--- src/rtl/mem_access_sequencer.sv ---
// mem_access_sequencer
//   Owns the single shared memory port of the Tron CPU. It alternates
//   instruction fetches (address from the PC) with execute-phase load/store
//   accesses, runs the mem_en/mem_ready handshake and guards every access
//   with a watchdog that parks the block in a sticky FAULT state.
//
// Ports
//   clk_i          rising-edge system clock
//   reset_n_i      asynchronous active-low reset
//   pc_i           current program counter (fetch address)
//   pc_en_o        1-cycle pulse when a fetch completes (advance PC)
//   ls_req_i       load/store request, sampled while executing
//   ls_we_i        1 = store, 0 = load (sampled with ls_req_i)
//   ls_addr_i      load/store address
//   ls_wdata_i     store data
//   exec_done_i    non-memory instruction finished executing
//   mem_en_o       memory access request
//   mem_we_o       memory write enable
//   mem_addr_o     memory address
//   mem_wdata_o    memory write data (0 for loads and fetches)
//   mem_ready_i    memory completed the current access this cycle
//   fetch_phase_o  1 while the memory data is an instruction
//   load_valid_o   1-cycle pulse when load data on the bus is valid
//   fault_o        sticky: an access timed out
module mem_access_sequencer #(
  parameter int DATA_WIDTH = 16,
  parameter int ADDR_WIDTH = 16,
  parameter int TIMEOUT    = 64
) (
  input  logic                  clk_i,
  input  logic                  reset_n_i,
  input  logic [ADDR_WIDTH-1:0] pc_i,
  output logic                  pc_en_o,
  input  logic                  ls_req_i,
  input  logic                  ls_we_i,
  input  logic [ADDR_WIDTH-1:0] ls_addr_i,
  input  logic [DATA_WIDTH-1:0] ls_wdata_i,
  input  logic                  exec_done_i,
  output logic                  mem_en_o,
  output logic                  mem_we_o,
  output logic [ADDR_WIDTH-1:0] mem_addr_o,
  output logic [DATA_WIDTH-1:0] mem_wdata_o,
  input  logic                  mem_ready_i,
  output logic                  fetch_phase_o,
  output logic                  load_valid_o,
  output logic                  fault_o
);

  // A zero TIMEOUT disables the watchdog; the counter still needs one bit.
  localparam int CW = (TIMEOUT > 0) ? $clog2(TIMEOUT + 1) : 1;
  localparam logic [CW-1:0] CNT_MAX  = '1;
  localparam logic [CW-1:0] CNT_TERM = (TIMEOUT > 0) ? CW'(TIMEOUT - 1) : '0;

  typedef enum logic [2:0] {
    S_IDLE,
    S_FETCH,
    S_EXEC,
    S_MEM,
    S_FAULT
  } state_e;

  state_e                state_q, state_d;
  logic [CW-1:0]         cnt_q, cnt_d;
  logic                  we_q, we_d;
  logic [ADDR_WIDTH-1:0] addr_q, addr_d;
  logic [DATA_WIDTH-1:0] wdata_q, wdata_d;

  logic                  timeout_hit;
  logic [CW-1:0]         cnt_inc;

  // The terminal wait cycle only faults when mem_ready is absent; a ready on
  // that same cycle is handled first in the FSM and completes the access.
  assign timeout_hit = (TIMEOUT != 0) && (cnt_q == CNT_TERM);
  assign cnt_inc     = (cnt_q == CNT_MAX) ? cnt_q : cnt_q + CW'(1);

  always_ff @(posedge clk_i or negedge reset_n_i) begin
    if (!reset_n_i) begin
      state_q <= S_IDLE;
      cnt_q   <= '0;
      we_q    <= 1'b0;
      addr_q  <= '0;
      wdata_q <= '0;
    end else begin
      state_q <= state_d;
      cnt_q   <= cnt_d;
      we_q    <= we_d;
      addr_q  <= addr_d;
      wdata_q <= wdata_d;
    end
  end

  always_comb begin
    state_d       = state_q;
    cnt_d         = cnt_q;
    we_d          = we_q;
    addr_d        = addr_q;
    wdata_d       = wdata_q;
    pc_en_o       = 1'b0;
    mem_en_o      = 1'b0;
    mem_we_o      = 1'b0;
    mem_addr_o    = '0;
    mem_wdata_o   = '0;
    fetch_phase_o = 1'b0;
    load_valid_o  = 1'b0;
    fault_o       = 1'b0;

    case (state_q)
      S_IDLE: begin
        cnt_d   = '0;
        state_d = S_FETCH;
      end

      S_FETCH: begin
        mem_en_o      = 1'b1;
        mem_addr_o    = pc_i;
        fetch_phase_o = 1'b1;
        if (mem_ready_i) begin
          pc_en_o = 1'b1;
          state_d = S_EXEC;
        end else if (timeout_hit) begin
          state_d = S_FAULT;
        end else begin
          cnt_d = cnt_inc;
        end
      end

      // ls_req has priority over exec_done when both arrive together.
      S_EXEC: begin
        if (ls_req_i) begin
          we_d    = ls_we_i;
          addr_d  = ls_addr_i;
          wdata_d = ls_wdata_i;
          cnt_d   = '0;
          state_d = S_MEM;
        end else if (exec_done_i) begin
          cnt_d   = '0;
          state_d = S_FETCH;
        end
      end

      // Latched values keep address/data stable even if the datapath moves on.
      S_MEM: begin
        mem_en_o    = 1'b1;
        mem_we_o    = we_q;
        mem_addr_o  = addr_q;
        mem_wdata_o = we_q ? wdata_q : '0;
        if (mem_ready_i) begin
          load_valid_o = ~we_q;
          cnt_d        = '0;
          state_d      = S_FETCH;
        end else if (timeout_hit) begin
          state_d = S_FAULT;
        end else begin
          cnt_d = cnt_inc;
        end
      end

      S_FAULT: begin
        fault_o = 1'b1;
      end

      default: begin
        state_d = S_IDLE;
      end
    endcase
  end

endmodule
--- config.mk ---
export PLATFORM = sky130hd
export DESIGN_NAME = mem_access_sequencer
export DESIGN_NICKNAME = d
export VERILOG_FILES = /design/src/rtl/mem_access_sequencer.sv
export SDC_FILE = /design/constraint.sdc
export NUM_CORES = 1
export LEC_CHECK = 0
export CORE_MARGIN = 3
export CORE_UTILIZATION = 46
export CTS_CLUSTER_DIAMETER = 60
export DETAILED_ROUTE_END_ITERATION = 16
export PLACE_DENSITY_LB_ADDON = 0.25
export SYNTH_ARGS = -nofsm -noshare
export SYNTH_HDL_FRONTEND = slang
export SYNTH_SLANG_ARGS = --single-unit
--- constraint.sdc ---
create_clock -name clk_i -period 2.4 [get_ports clk_i]
set_input_delay 0.48 -clock clk_i [delete_from_list [all_inputs] [get_ports clk_i]]
set_output_delay 0.48 -clock clk_i [all_outputs]
set_load 0.02 [all_outputs]
==> reports/qor.yml, run 1 <==
cells_and_area:
  drive_above_1_share: 0.100
  final_cell_mix: "clkdlybuf4s50_1, dfrtp_1, dlymetal6s2s_1, mux2_1, nor2_1"
  fillers: 318
  final_common_cell: "clkdlybuf4s50_1"
  num-nets-final: 345
  area_delta_synth_final_pct: 53.7
  n_antenna_cell: 0
  final_area_sq_um: 3400
global_routing:
  grt.met3_usage: 0.0660
  met1_usage: 0.238
  grt_pass1_vias: 1855
  gr-total-overflow: 0
  antenna_found_initial: 0
  grt_pass1_wl_um: 8390
  use_met2: 0.318
  grt_max_degree: 34
  grt_usage: 0.195
  busiest_layer: "met2"
setup_path:
  cp.required_ns: 1.92
  reg2reg_depth: 6
  startpoint_type: "flip-flop"
  cp-end-kind: "output pin"
  cp_cell_sequence: "buf_4 > nor3b_1 > clkdlybuf4s50_1"
  slowest_stage: "clkdlybuf4s50_1"
  critPathTopFamily: "buffers and inverters"
  critPathKind: "reg2out"
  r2r-end: "cnt_q[4]$_DFFE_PN0P_"
  crit_fanout: 7
  worst_path_largest_cell_delay_ns: 0.67
  r2r_start: "state_q[0]$_DFFE_PN0P_"
  r2r_slack_ns: 0.68
  arrival_ns: 1.81
  crit_buf_inv: 2
min_path:
  hold_path_class: "in2async"
place:
  numPortBuffers: 91
  gp_congestion: 0.827
  hpwl_um: 3950
  place_area_sq_um: 3250
yosys:
  yosysUniqueCellTypes: 42
  synth_top_flop_cell: "dfrtp_1"
  synth-edff-count: 0
  seq_area_frac_synth: 0.486
  synth.top_cell.area_share: 0.486
  syn-num-nets: 245
  ys.warnings.count: 0
  synth_area_leaders: "dfrtp_1, mux2_1, mux2i_1"
  syn-instance-count: 190
  synthesis.area_sq_um: 2210
  ys_seq_elements: 43
  synthArstFlopShare: 1.00
  yosys.area.top_type: "dfrtp_1"
  syn_area_per_cell_sq_um: 11.6
sta:
  slew_headroom: 0.718
  finalMaxSlewViolations: 0
  setup_viol: 0
  max_freq_mhz: 437
  fin_crit_sh: 0.955
  tns_ns: 0
  fin_crit_ns: 2.29
  tightest_slew_ns: 0.421
  clock_skew_ns: 0.0106
  finalHoldViolations: 0
  rsz0062_at_grt: "false"
power_and_ir_drop:
  peakVddDrop_v: 0.000692
  power_per_cell_area_nw_per_um2: 992
  power_leakage_nw: 1.93
clocking:
  cts_made_buffers: 5
  cts_setup_buffers: 0
  hold_buffers: 0
  worstSkewPairLatency_ns: 0.29
  cts-htree-levels: 2
  cts_tree: "built"
  clockBufferDepth: 2
  path_clk_slew_ns: 0.08
  ctsRootBufferMaster: "clkbuf_8"
  cts.sinks: 43
floorplan:
  rows: 24
  die_w_um: 75.3
  boundaryPins: 92
  coreArea_sq_um: 4500
  chipHeight_um: 75.3
  initial_core_util: 0.491
  die-area_sq_um: 5680
route:
  remaining_drc_errors: 0
  drt-total-wl_um: 5190
  ant_nets: 0
  dr.pass1.iters: 4
  vias: 1814
  vias_per_cell: 5.32
  drt_iter0_drc: 115
  post_drt_wl_per_cell_um: 15.2
run_status:
  status: "finished clean"
run:
  cap_violations: 0
[per-stage QoR]
stage | hold slack [ns] | setup slack (ns) | instances | utilization | power [W]
2_1_floorplan | 0.184 | 0.507 | 190 | - | 0.00224
6_report | 0.0924 | 0.109 | 341 | 0.755 | 0.00337
4_1_cts | 0.0897 | 0.00512 | 341 | 0.736 | 0.00347
5_1_grt | 0.110 | 0.0386 | 341 | 0.755 | 0.00362
3_5_place_dp | 0.413 | -0.0272 | 335 | 0.721 | 0.00305
3_3_place_gp | 0.413 | -0.00574 | 335 | 0.721 | 0.00299
[kinds of logic (layout without fill, tap and decap cells)]
kind of cell	Yosys count	in the layout	share of synthesized area
compound gates	17	17	0.0543
simple gates	65	65	0.170
mux	50	50	0.245
flops	43	43	0.486
fa+ha+maj	1	1	0.00566
buf+inv	14	113	0.0390
[worst reg2reg max path, delay by kind of cell, from the launching register on]
kind,cells,cell delay [ns]
simple gates,3,0.75
flops,1,0.40
buf+inv,2,0.31
mux,1,0.16
[power by group]
group	leakage [nW]	total (W)	switching (W)	internal, W
Combinational	1.37	0.00175	0.000833	0.000917
Clock	0.0371	0.000417	0.000222	0.000194
Sequential	0.529	0.00121	0.000169	0.00104
[state kept, by name, indices dropped and copies added, names as in the netlist]
register  count
we_q          1
wdata_q      16
addr_q       16
cnt_q         7
state_q       3
[how the worst max path moves through the flow]
stage                                start              end  slack [ns]  depth (start not counted)
global route        state_q[0]$_DFFE_PN0P_          fault_o        0.04                          3
global placement               mem_ready_i          pc_en_o      -0.006                          4
finish              state_q[0]$_DFFE_PN0P_          fault_o        0.11                          3
detailed placement             mem_ready_i          pc_en_o       -0.03                          4
floorplan           state_q[2]$_DFFE_PN0P_  mem_wdata_o[10]        0.51                          3
CTS                 state_q[1]$_DFFE_PN0P_  mem_wdata_o[14]       0.005                          4
[synth_stat cells, types with 2 or more instances]
cell type,number
a21o_1,2
a21oi_1,3
and2_1,17
buf_2,6
buf_6,3
dfrtp_1,43
inv_1,3
mux2_1,30
mux2_2,3
mux2i_1,17
nand2_1,5
nand2b_1,2
nand3_1,4
nand4b_1,2
nor2_1,21
o21ai_0,3
[metal layers]
layer  up-vias  share of wire
met1       878           0.40
met2        64           0.50
li1        863              -
met3         9          0.081
met4         0          0.016
met5         -              0
[timing repair]
action / 4_1_cts / 5_1_grt
pin swaps: 0 / 0
gates resized for setup: 3 / 33
endpoints found under the setup margin: 19 / 33
cloned: 0 / 0
hold endpoints to repair: 0 / 0
[layout make-up]
cell class	count	area (sq um)	share of cell area
Clock buffer	6	72.6	0.0213
Inverter	3	11.3	0.00331
Multi-Input combinational cell	133	1060	0.313
Sequential cell	43	1080	0.317
Tap cell	52	65.1	0.0191
Timing Repair Buffer	104	1110	0.326
(Power assumes the default switching activity.)
==> run 2: changes to the inputs <==
CTS_CLUSTER_SIZE = 14   (was default)
SKIP_LAST_GASP = 1   (was default)
==> results of run 2 <==
Same layout as run 1: the final DEF is identical, and so are final timing and power.
==> run 3: changes to the inputs <==
CORE_UTILIZATION = 48   (was 46)
CTS_BUF_LIST = sky130_fd_sc_hd__clkbuf_2 sky130_fd_sc_hd__clkbuf_4 sky130_fd_sc_hd__clkbuf_8   (was default)
==> run 3 against run 2 <==
Compared with the run above: non-clock buffer count is the same; clock skew shrank 0.0061 ns; total power grew 0.51%; worst hold slack gained 0.0068 ns; core utilization grew 1.5 points; register-to-register slack gained 0.03 ns; via count shrank 0.11%; maximum frequency grew 1.2%; setup slack gained 0.027 ns; wire length shrank 0.79%; combinational power is essentially flat; count of clock-buffer cells in the layout grew 1; critical path type unchanged.
==> reports/qor.yml, run 3 (synthesis results as in run 1) <==
clocking:
  cts.sinks: 43  # unchanged
  cts_tree: "built"
  hold_buffers: 0  # unchanged
  worstSkewPairLatency_ns: 0.29  # about the same
  path_clk_slew_ns: 0.08  # about the same
  cts_made_buffers: 5  # unchanged
  cts-htree-levels: 2  # unchanged
  clockBufferDepth: 2  # unchanged
  ctsRootBufferMaster: "clkbuf_8"
setup_path:
  crit_fanout: 19  # +12
  startpoint_type: "flip-flop"
  cp.required_ns: 1.92  # about the same
  cp-end-kind: "output pin"
  arrival_ns: 1.78  # -0.03 ns
  critPathKind: "reg2out"
global_routing:
  use_met2: 0.330  # +0.0114
  met1_usage: 0.237  # -0.00107
  grt_usage: 0.200  # +0.00535
  grt_pass1_vias: 1861  # +0.32%
  grt_max_degree: 34  # unchanged
  grt.met3_usage: 0.0766  # +0.0106
  antenna_found_initial: 0  # unchanged
  gr-total-overflow: 0  # unchanged
  busiest_layer: "met2"
  grt_pass1_wl_um: 8360  # -0.42%
cells_and_area:
  final_cells: 343  # +0.59%
  num-nets-final: 345  # unchanged
  area_delta_synth_final_pct: 53.7  # unchanged
  utilization: 0.770  # +0.0154
  n_antenna_cell: 0  # unchanged
  final_common_cell: "clkdlybuf4s50_1"
  drive_above_1_share: 0.110  # +0.00962
  reg_top3: "addr_q: 16 flops, wdata_q: 16 flops, cnt_q: 7 flops"
  final_cell_mix: "clkdlybuf4s50_1, dfrtp_1, dlymetal6s2s_1, mux2_1, nor2_1"
sta:
  rsz0062_at_grt: "false"
  finalMaxSlewViolations: 0  # unchanged
  slew_headroom: 0.738  # +0.0200
  setup_viol: 0  # unchanged
  finalHoldViolations: 0  # unchanged
  whs_ns: 0.0991  # +0.00676 ns
  clock_skew_ns: 0.00458  # -0.00606 ns
  fin_crit_ns: 2.26  # -0.0269 ns
  tightest_slew_ns: 0.393  # -0.0277 ns
  max_freq_mhz: 442  # +1.2%
  fin_crit_sh: 0.943  # -0.0112
floorplan:
  initial_core_util: 0.501  # +0.0100
  rows: 24  # unchanged
  chipHeight_um: 73.9  # -1.9%
  die-area_sq_um: 5460  # -3.8%
  coreArea_sq_um: 4410  # -2.0%
  boundaryPins: 92  # unchanged
  die_w_um: 73.9  # -1.9%
run_status:
  status: "finished clean"
route:
  drt-total-wl_um: 5150  # -0.79%
  dr.pass1.iters: 4  # unchanged
  vias: 1812  # -0.11%
  remaining_drc_errors: 0  # unchanged
  vias_per_cell: 5.28  # -0.69%
  drt_iter0_drc: 86  # -25%
  ant_nets: 0  # unchanged
  post_drt_wl_per_cell_um: 15.0  # -1.4%
power_and_ir_drop:
  power_per_cell_area_nw_per_um2: 997  # +0.51%
  power_leakage_nw: 1.92  # -0.75%
  peakVddDrop_v: 0.000779  # +13%
  finalPower_w: 0.00339  # +0.51%
place:
  hpwl_um: 3820  # -3.3%
  numPortBuffers: 91  # unchanged
  dp_cells: 335  # unchanged
  gp_congestion: 0.837  # +1.3%
min_path:
  hold_path_class: "in2async"
run:
  cap_violations: 0  # unchanged
-- run 3: per-stage QoR --
| step | setup WS (ns) | setup TNS [ns] | instance area [sq um] |
|---|---|---|---|
| finish | 0.136 | 0 | 3400 |
| global route | 0.0119 | 0 | 3400 |
| CTS | -0.00880 | -0.0150 | 3320 |
| detailed placement | 0.0191 | 0 | 3230 |
| global placement | 0.0260 | 0 | 3230 |
| floorplan | 0.507 | 0 | 2210 |
-- run 3: critical path, cell delays in order, from the launching register on --
cell and delay, ns:
dfrtp_2 0.45, buf_6 0.18, mux2i_1 0.14, nor2_1 0.10, clkdlybuf4s50_1 0.61
-- run 3: layer usage --
metal	routed length [um]	part of all wire	up-vias
li1	-	-	864
met1	2070	0.40	868
met2	2570	0.50	70
met3	417	0.081	10
met4	87	0.017	0
met5	0	0	-
-- run 3: final cells by class --
type	count	area (sq um)
Clock buffer	7	83.8
Inverter	3	11.3
Fill cell	326	1010
Multi-Input combinational cell	133	1060
Tap cell	52	65.1
Timing Repair Buffer	104	1090
Sequential cell	43	1080
Clock inverter	1	5.00
-- run 3: power breakdown --
part           total, W  switching [W]  internal [W]  leakage (nW)
clock network  0.000464       0.000237      0.000227        0.0491
logic           0.00172       0.000829      0.000893          1.34
registers       0.00120       0.000166       0.00104         0.529
total           0.00339        0.00123       0.00216          1.92
-- run 3: path summary, 6_finish.rpt --
| path | from | end | slack, ns | cells after the start |
|---|---|---|---|---|
| worst max-delay path | state_q[1]$_DFFE_PN0P_ | mem_addr_o[11] | 0.14 | 4 |
| worst min-delay path | reset_n_i | cnt_q[1]$_DFFE_PN0P_ | 0.1 | 1 |
| min in group clk_i | wdata_q[7]$_DFFE_PN0N_ | wdata_q[7]$_DFFE_PN0N_ | 0.48 | 1 |
| max in group asynchronous | reset_n_i | state_q[1]$_DFFE_PN0P_ | 1.75 | 2 |
| worst max register to register | state_q[0]$_DFFE_PN0P_ | cnt_q[3]$_DFFE_PN0P_ | 0.71 | 6 |
| worst min register to register | wdata_q[7]$_DFFE_PN0N_ | wdata_q[7]$_DFFE_PN0N_ | 0.48 | 1 |
-- run 3: what timing repair did --
action / in CTS / in global routing
setup buffers: 0 / 0
resized for setup: 5 / 32
pin swaps: 0 / 0
endpoints found under the setup margin: 6 / 33
